--- src/rtl/layer_window_reader.sv ---
// layer_window_reader
// Sweeps a square, row-major feature map as KxK windows with stride 1 and no
// padding. Each window is read from the layer memory through its shared
// two-lane read port and captured across all channels. The assembled window
// is then handed to the next convolution engine together with its linear
// output-pixel address.
module layer_window_reader #(
   parameter int W       = 14,
   parameter int K       = 3,
   parameter int IC_MAX  = 7,
   parameter int ADDR_W  = 10,
   parameter int OADDR_W = 8
) (
   input  logic                          clk,
   input  logic                          rst,
   input  logic                          start,
   output logic                          load,
   output logic [ADDR_W-1:0]             addr1,
   output logic [ADDR_W-1:0]             addr2,
   input  logic [(IC_MAX+1)*16-1:0]      mem_data,
   output logic [(IC_MAX+1)*K*K*8-1:0]   win_data,
   output logic                          win_valid,
   input  logic                          win_ready,
   output logic [OADDR_W-1:0]            out_addr,
   output logic                          busy,
   output logic                          done
);

   localparam int NCH  = IC_MAX + 1;
   localparam int KK   = K * K;
   localparam int NP   = (KK + 1) / 2;
   localparam int OW   = W - K + 1;
   localparam int J_W  = $clog2(NP + 1);
   localparam int RC_W = $clog2(W) + 1;

   typedef enum logic [2:0] {
      S_IDLE,
      S_FETCH,
      S_LAST,
      S_PRESENT,
      S_DONE
   } state_t;

   state_t                r_state;
   logic [J_W-1:0]        r_j;
   logic [J_W-1:0]        r_capJ;
   logic                  r_capValid;
   logic [RC_W-1:0]       r_row;
   logic [RC_W-1:0]       r_col;
   logic                  r_load;
   logic [ADDR_W-1:0]     r_addr1;
   logic [ADDR_W-1:0]     r_addr2;
   logic [NCH*KK*8-1:0]   r_win;
   logic                  r_valid;
   logic [OADDR_W-1:0]    r_outAddr;
   logic                  r_busy;
   logic                  r_done;

   logic                  w_lastCol;
   logic                  w_lastWin;
   logic [RC_W-1:0]       w_nextRow;
   logic [RC_W-1:0]       w_nextCol;

   // Map address of window pixel k (row-major inside the window).
   function automatic logic [ADDR_W-1:0] pixAddr(input int row, input int col, input int k);
      return ADDR_W'((row + k / K) * W + col + (k % K));
   endfunction

   // Address driven on one lane for read pair j; with an odd pixel count the
   // last pair repeats lane 0 on lane 1 and that lane's data is dropped.
   function automatic logic [ADDR_W-1:0] laneAddr(input int row, input int col,
                                                  input int j, input int lane);
      int k;
      k = 2 * j + lane;
      if (k >= KK) k = 2 * j;
      return pixAddr(row, col, k);
   endfunction

   // Position of the window that follows the current one in raster order.
   always_comb begin
      w_lastCol = (r_col == RC_W'(W - K));
      w_lastWin = w_lastCol && (r_row == RC_W'(W - K));
      w_nextRow = r_row;
      w_nextCol = r_col + 1'b1;
      if (w_lastCol) begin
         w_nextRow = r_row + 1'b1;
         w_nextCol = '0;
      end
   end

   // Scan controller: issues read pairs, presents windows, walks the map.
   always_ff @(posedge clk or posedge rst) begin
      if (rst) begin
         r_state   <= S_IDLE;
         r_j       <= '0;
         r_row     <= '0;
         r_col     <= '0;
         r_load    <= 1'b0;
         r_addr1   <= '0;
         r_addr2   <= '0;
         r_valid   <= 1'b0;
         r_outAddr <= '0;
         r_busy    <= 1'b0;
         r_done    <= 1'b0;
      end else begin
         unique case (r_state)
            S_IDLE: begin
               r_done <= 1'b0;
               if (start) begin
                  r_state <= S_FETCH;
                  r_busy  <= 1'b1;
                  r_row   <= '0;
                  r_col   <= '0;
                  r_j     <= '0;
                  r_load  <= 1'b1;
                  r_addr1 <= laneAddr(0, 0, 0, 0);
                  r_addr2 <= laneAddr(0, 0, 0, 1);
               end
            end
            S_FETCH: begin
               r_j <= r_j + 1'b1;
               if (r_j == J_W'(NP - 1)) begin
                  r_state <= S_LAST;
                  r_load  <= 1'b0;
               end else begin
                  r_addr1 <= laneAddr(int'(r_row), int'(r_col), int'(r_j) + 1, 0);
                  r_addr2 <= laneAddr(int'(r_row), int'(r_col), int'(r_j) + 1, 1);
               end
            end
            S_LAST: begin
               r_state   <= S_PRESENT;
               r_valid   <= 1'b1;
               r_outAddr <= OADDR_W'(int'(r_row) * OW + int'(r_col));
            end
            S_PRESENT: begin
               if (win_ready) begin
                  r_valid <= 1'b0;
                  if (w_lastWin) begin
                     r_state <= S_DONE;
                     r_done  <= 1'b1;
                  end else begin
                     r_state <= S_FETCH;
                     r_row   <= w_nextRow;
                     r_col   <= w_nextCol;
                     r_j     <= '0;
                     r_load  <= 1'b1;
                     r_addr1 <= laneAddr(int'(w_nextRow), int'(w_nextCol), 0, 0);
                     r_addr2 <= laneAddr(int'(w_nextRow), int'(w_nextCol), 0, 1);
                  end
               end
            end
            S_DONE: begin
               r_done  <= 1'b0;
               r_busy  <= 1'b0;
               r_state <= S_IDLE;
            end
            default: begin
               r_state <= S_IDLE;
            end
         endcase
      end
   end

   // Capture pipeline: the pair issued on one edge returns data that is
   // written into its window slots on the following edge.
   always_ff @(posedge clk or posedge rst) begin
      if (rst) begin
         r_capValid <= 1'b0;
         r_capJ     <= '0;
         r_win      <= '0;
      end else begin
         r_capValid <= (r_state == S_FETCH);
         if (r_state == S_FETCH) r_capJ <= r_j;
         if (r_capValid && (r_state == S_FETCH || r_state == S_LAST)) begin
            for (int p = 0; p < NP; p++) begin
               if (r_capJ == J_W'(p)) begin
                  for (int ch = 0; ch < NCH; ch++) begin
                     r_win[(ch*KK + ((2*p+1 < KK) ? 2*p+1 : 2*p))*8 +: 8] <= mem_data[ch*16+8 +: 8];
                     r_win[(ch*KK + 2*p)*8 +: 8] <= mem_data[ch*16 +: 8];
                  end
               end
            end
         end
      end
   end

   assign load      = r_load;
   assign addr1     = r_addr1;
   assign addr2     = r_addr2;
   assign win_data  = r_win;
   assign win_valid = r_valid;
   assign out_addr  = r_outAddr;
   assign busy      = r_busy;
   assign done      = r_done;

endmodule

--- config.mk ---
export PLATFORM = sky130hd
export DESIGN_NAME = layer_window_reader
export DESIGN_NICKNAME = d
export VERILOG_FILES = /design/src/rtl/layer_window_reader.sv
export SDC_FILE = /design/constraint.sdc
export NUM_CORES = 1
export LEC_CHECK = 0
export ABC_AREA = 1
export CAP_MARGIN = 20
export CORE_AREA = 2 2 288 290
export CTS_BUF_LIST = sky130_fd_sc_hd__clkbuf_4
export DETAILED_ROUTE_END_ITERATION = 10
export DIE_AREA = 0 0 290 292
export GPL_TIMING_DRIVEN = 0
export SYNTH_ARGS = -nofsm -noshare
export SYNTH_HDL_FRONTEND = slang
export SYNTH_SLANG_ARGS = --single-unit
--- constraint.sdc ---
create_clock -name clk -period 23 [get_ports clk]
set_input_delay 4.6 -clock clk [delete_from_list [all_inputs] [get_ports clk]]
set_output_delay 4.6 -clock clk [all_outputs]
set_load 0.1 [all_outputs]
Word level (Yosys, flattened, before mapping):

Cells that the tools add are included.

* register bits after elaboration: 628
* input port bits: 132
* output and inout port bits: 608

* add/subtract/negate cells: 14
* $mul: 4
* divide/modulo/power cells: 4
* magnitude comparators: 1
* equality and inequality tests: 17
* mux-type cells: 44
* reductions and logical operators: 24

Operators by type and width (number)
* 32-bit two-way mux: 4
* 10-bit two-way mux: 8
* 6-bit by 32-bit adder with 32-bit output: 2
* 32-bit by 3-bit divider with 32-bit output, second input constant: 2
* 32-bit by 3-bit modulo with 32-bit output, second input constant: 2
* 32-bit by 4-bit multiplier with 9-bit output, second input constant: 2
* 10-bit one-hot mux with 3 select lines: 2
* 5-bit two-way mux: 7
* 3-bit two-way mux: 7
* 10-bit adder: 2
* 10-bit by 6-bit adder with 10-bit output: 2
* 5-bit one-hot mux with 2 select lines: 2
* 2-bit AND reduction: 7
* 3-bit by 2-bit equality test with 1-bit output, second input constant: 4
* 2-bit != test, second input constant: 6
* 3-bit one-hot mux with 4 select lines: 1
* 10-bit by 1-bit adder with 10-bit output, second input constant: 1
* 5-bit by 1-bit adder with 5-bit output, second input constant: 2
* 9-bit by 5-bit adder with 10-bit output: 1
* 5-bit by 4-bit equality test with 1-bit output, second input constant: 2
* 5-bit AND reduction: 2
* 3-bit equality test, second input constant: 3
* 3-bit one-hot mux with 3 select lines: 1
* 8-bit by 5-bit adder with 8-bit output: 1
* 19 further kinds: 35

Longest topological paths before layout:

* depth in word-level cells: 13
* mapped depth: 56
* gate-level depth less buffers: 56

Least setup slack after synthesis:

OpenSTA, ideal clock, no wires.

* path kind: flip-flop to flip-flop
* start: register r_j[1]
* end: register r_addr1[9], in the netlist addr1[9]
* arrival time: 7.615 ns
* setup slack: 15.264 ns
* cell stages (with the launch flop): 53
* clock period less this slack: 7.736 ns
* cell sequence: dfrtp_1 ha_1 inv_1 nand2_1 nand2_2 inv_2 ha_1 inv_2 nor2_1 inv_1 nand2_2 inv_2 nand2_1 nand2_1 inv_1 ha_1 inv_1 nand3_1 [... 17 more ...] inv_1 ha_1 nand2_1 o21ai_0 xor2_1 inv_1 ha_1 ha_1 nand2_1 o21ai_0 a21oi_1 nand3b_1 nand2_1 nand2_1 nand2_1 nand4_1 nand3_1 a21oi_1

* word-level cells in the longest chain between the ends: 10
* elaborated cells on any way between the ends: 14
* those cells by class: add/sub (4); mul (1); div (2); eq/ne (2); mux (4); reduce/logical (1)

RTL lines
* from (decl): RTL line 45 `logic [J_W-1:0] r_j;`
* from (signal assigned): RTL line 121 `r_j <= r_j + 1'b1;`
* 3-bit by 1-bit adder with 4-bit output: RTL line 126 `r_addr1 <= laneAddr(int'(r_row), int'(r_col), int'(r_j) + 1, 0);`
* 32-bit two-way mux: RTL line 122 `if (r_j == J_W'(NP - 1)) begin`
* 32-bit two-way mux: RTL line 106 `unique case (r_state)`
* 32-bit by 3-bit divider with 32-bit output: RTL line 66 `return ADDR_W'((row + k / K) * W + col + (k % K));`
* 6-bit by 32-bit adder with 32-bit output: RTL line 66
* 32-bit by 4-bit multiplier with 9-bit output: RTL line 66
* 10-bit by 6-bit adder with 10-bit output: RTL line 66
* 10-bit adder: RTL line 66
* 10-bit two-way mux: RTL line 122
* 10-bit one-hot mux with 3 select lines: RTL line 106
* to (signal assigned): RTL line 116 `r_addr1 <= laneAddr(0, 0, 0, 0);`
* to (signal assigned): RTL line 126
* to (signal assigned): RTL line 147 `r_addr1 <= laneAddr(int'(w_nextRow), int'(w_nextCol), 0, 0);`
* to (decl): RTL line 51 `logic [ADDR_W-1:0] r_addr1;`

Several ways; a longest one is shown, not always the timed one. The select of a mux whose other input is x is not followed.
A chain may end at the register's enable or synchronous reset.

Worst setup path after layout:

Ends and elaborated chain as after synthesis.

==> results.yml <==
timing:
  post-route-min-period_ns: 9.20
  maxSlewViolCount: 0
  hold_viol: 0
  tightest_slew_ns: 1.21
  clock.fmax_mhz: 109
  slew_headroom_pct: 19.2
  setup_viol: 0
  rsz0062_at_grt: "false"
  finalCritPeriodShare_pct: 40.0
  clock_skew_ns: 0.0788
detailed_routing:
  firstDrtPassIters: 5
  vias_per_cell: 4.81
  drcViolationCount: 0
  wl_per_cell_um: 22.0
  drt_iter0_drc: 1249
  vias: 24300
  drtAntennaViolNets: 0
  drt_wl_total_um: 111000
synth:
  synth_area_um2: 27200
  synthFlopType: "dfrtp_1"
  synth_compound_area_share_pct: 13.6
  synthMuxAreaShare_pct: 0.0507
  yosys.area.top_type: "dfrtp_1"
  yosys_register_bits: 628
  synth.distinct_cells: 47
  synth-edff-count: 0
  synthAdderAreaFrac_pct: 6.39
  async_flop_share_pct: 100
  netlist_instances: 2923
  ys_seq_area_share_pct: 57.8
  synthXorXnorAreaFrac_pct: 1.48
  syn_nets: 3177
  synth_area_leaders: "dfrtp_1, o21ai_0, nand2_1, ha_1, inv_1"
  synth-simple-area-share_pct: 14.2
  synth.most_common_cell: "nand2_1"
  synth_area_per_cell_um2: 9.29
  synth_top_family_by_area: "simple AND/OR/NAND/NOR gates"
  synth_top_area_share_pct: 57.8
  synth_common_cells: "nand2_1, dfrtp_1, o21ai_0"
  yosys_warnings: 0
worst_setup_path:
  crit_path_top_delay_cell: "fa_1"
  cp.buffers_inverters: 11
  rr_worst_depth: 51
  r2r_start: "r_j[1]$_DFFE_PP0P_"
  cp_max_fo: 9
  path_class: "reg -> reg"
  reg2reg_to: "addr1[9]$_DFFE_PP0P_"
  cp.arrival_ns: 10.11
  crit_path_start_kind: "flip-flop"
  slowest_delay_ns: 0.54
  reg2reg_slack_ns: 13.80
  critical-path-top-delay-family: "adder cells"
  crit_top_cell: "inv_1"
  cp-end-kind: "flip-flop"
  required_ns: 23.91
floorplanning:
  core_region_area_um2: 81600
  ios: 740
  die_height_um: 292
  rows: 105
  die_area_um2: 84700
  start_util_pct: 33.3
  die_w_um: 290
cells_and_area:
  final_util_pct: 47.3
  nNetsFinal: 4112
  drive_gt1_share_pct: 9.07
  syn_to_final_growth_pct: 42.1
  final_cells: 5057
placement:
  dp_cells: 4751
  dp_hpwl_um: 84000
  gp_congestion: 0.894
  port_buffers: 739
clock_tree:
  numCtsBuffers: 174
  clkTransAtPathRegs_ns: 0.06
  cts_tree: "built"
  cts_htree_levels: 4
  cts_resized: 0
  insertion_delay_ns: 1.06
  clkSinkCount: 628
  postCtsHoldBufs: 0
  post_cts_buffers: 0
  clockRootBuffer: "clkbuf_4"
  ctsLongestPathBuffers: 3
run_status:
  status: "finished, final reports clean"
grt:
  grt_pass1_wl_um: 166000
  track_usage_pct: 26.3
  grt_max_degree: 125
  antenna_found_initial: 14
  grt_pass1_vias: 25000
  overflow: 0
worst_hold_path:
  hp-class: "reg -> reg"
  worstHoldStart: "out_addr[0]$_DFFE_PP0P_"
  hold_depth: 2
  hold_end: "out_addr[0]$_DFFE_PP0P_"
flow_run:
  cap_violations: 0
[routing by layer]
layer	global-route usage, %	routed length, µm
met1	31.0	45000
met2	44.0	53600
met3	8.91	8560
met4	10.7	4070
met5	0	68
[through the flow]
stage | hold slack, ns | area [µm²] | worst slack (ns) | setup TNS, ns
final | 0.479 | 38600 | 13.80 | 0
after CTS | 0.476 | 38600 | 13.83 | 0
after detailed placement | 0.461 | 36300 | 13.88 | 0
after global routing | 0.497 | 38600 | 12.99 | 0
after floorplan | 0.484 | 27200 | 0.811 | 0
after global placement | 0.457 | 35900 | -7.70 | -4779.76
[worst max path at each step]
stage / from / endpoint / slack (ns) / cells after the start
6_report: r_j[1]$_DFFE_PP0P_ / addr1[9]$_DFFE_PP0P_ / 13.80 / 51
5_1_grt: r_j[1]$_DFFE_PP0P_ / addr1[9]$_DFFE_PP0P_ / 12.99 / 51
4_1_cts: r_j[1]$_DFFE_PP0P_ / addr1[9]$_DFFE_PP0P_ / 13.83 / 51
3_5_place_dp: r_j[1]$_DFFE_PP0P_ / addr1[9]$_DFFE_PP0P_ / 13.88 / 51
3_3_place_gp: rst / win_data[279]$_DFFE_PP0P_ / -7.70 / 2
2_1_floorplan: rst / addr1[0]$_DFFE_PP0P_ / 0.81 / 1
[tightest hold or removal path, delay by kind of cell (launching register included)]
kind / cells / cell delay [ns]
flip-flops: 1 / 0.35
AND/OR/NAND/NOR: 2 / 0.10
[sequential cells by signal, summed over array words and instances (netlist names), 3 cells and up]
name / cells
r_row: 5
r_state: 3
r_j: 3
addr1: 10
out_addr: 8
win_data: 576
addr2: 10
r_capJ: 3
r_col: 5
[cell type report]
| type | count | area [µm²] |
|---|---|---|
| fill | 7903 | 43000 |
| sequential | 628 | 15700 |
| multi-input combinational | 1835 | 9710 |
| timing repair buffer | 759 | 7800 |
| clock buffer | 261 | 1960 |
| tap | 1070 | 1340 |
| inverter | 325 | 1230 |
| buffer | 135 | 524 |
| clock inverter | 39 | 309 |
| antenna | 5 | 12.5 |
[layout by cell type (no fill, tap or decap), types with 5 or more instances in the layout]
master,netlist,routed
a21oi_1,48,48
nand2_2,13,13
ha_1,94,94
diode_2,0,5
inv_1,313,312
clkinv_2,0,5
nand3_1,37,37
clkdlybuf4s50_1,0,739
a2bb2oi_1,5,5
inv_2,10,11
or2_2,8,8
a31oi_1,8,8
buf_12,0,7
clkbuf_4,0,261
xnor2_1,18,18
clkbuf_1,131,131
nor2_2,7,7
buf_8,0,5
dfrtp_1,628,628
nor3_1,6,6
nor2_1,81,81
o22ai_1,10,10
xor2_1,28,28
nand2_1,765,765
nand4_1,13,13
o21ai_0,620,620
fa_1,28,28
clkinv_1,2,23
buf_16,0,6
[cells by family after synthesis]
| family | count (synthesis) |
|---|---|
| AOI/OAI and AO/OA | 715 |
| adders and majority gates | 122 |
| muxes | 1 |
| buffers and inverters | 460 |
| xor gates and xnor gates | 46 |
| and+or+nand+nor | 951 |
| DFF | 628 |
Power is not shown: default switching activity piles up to over one toggle a cycle in this logic, so the estimate is an artifact.
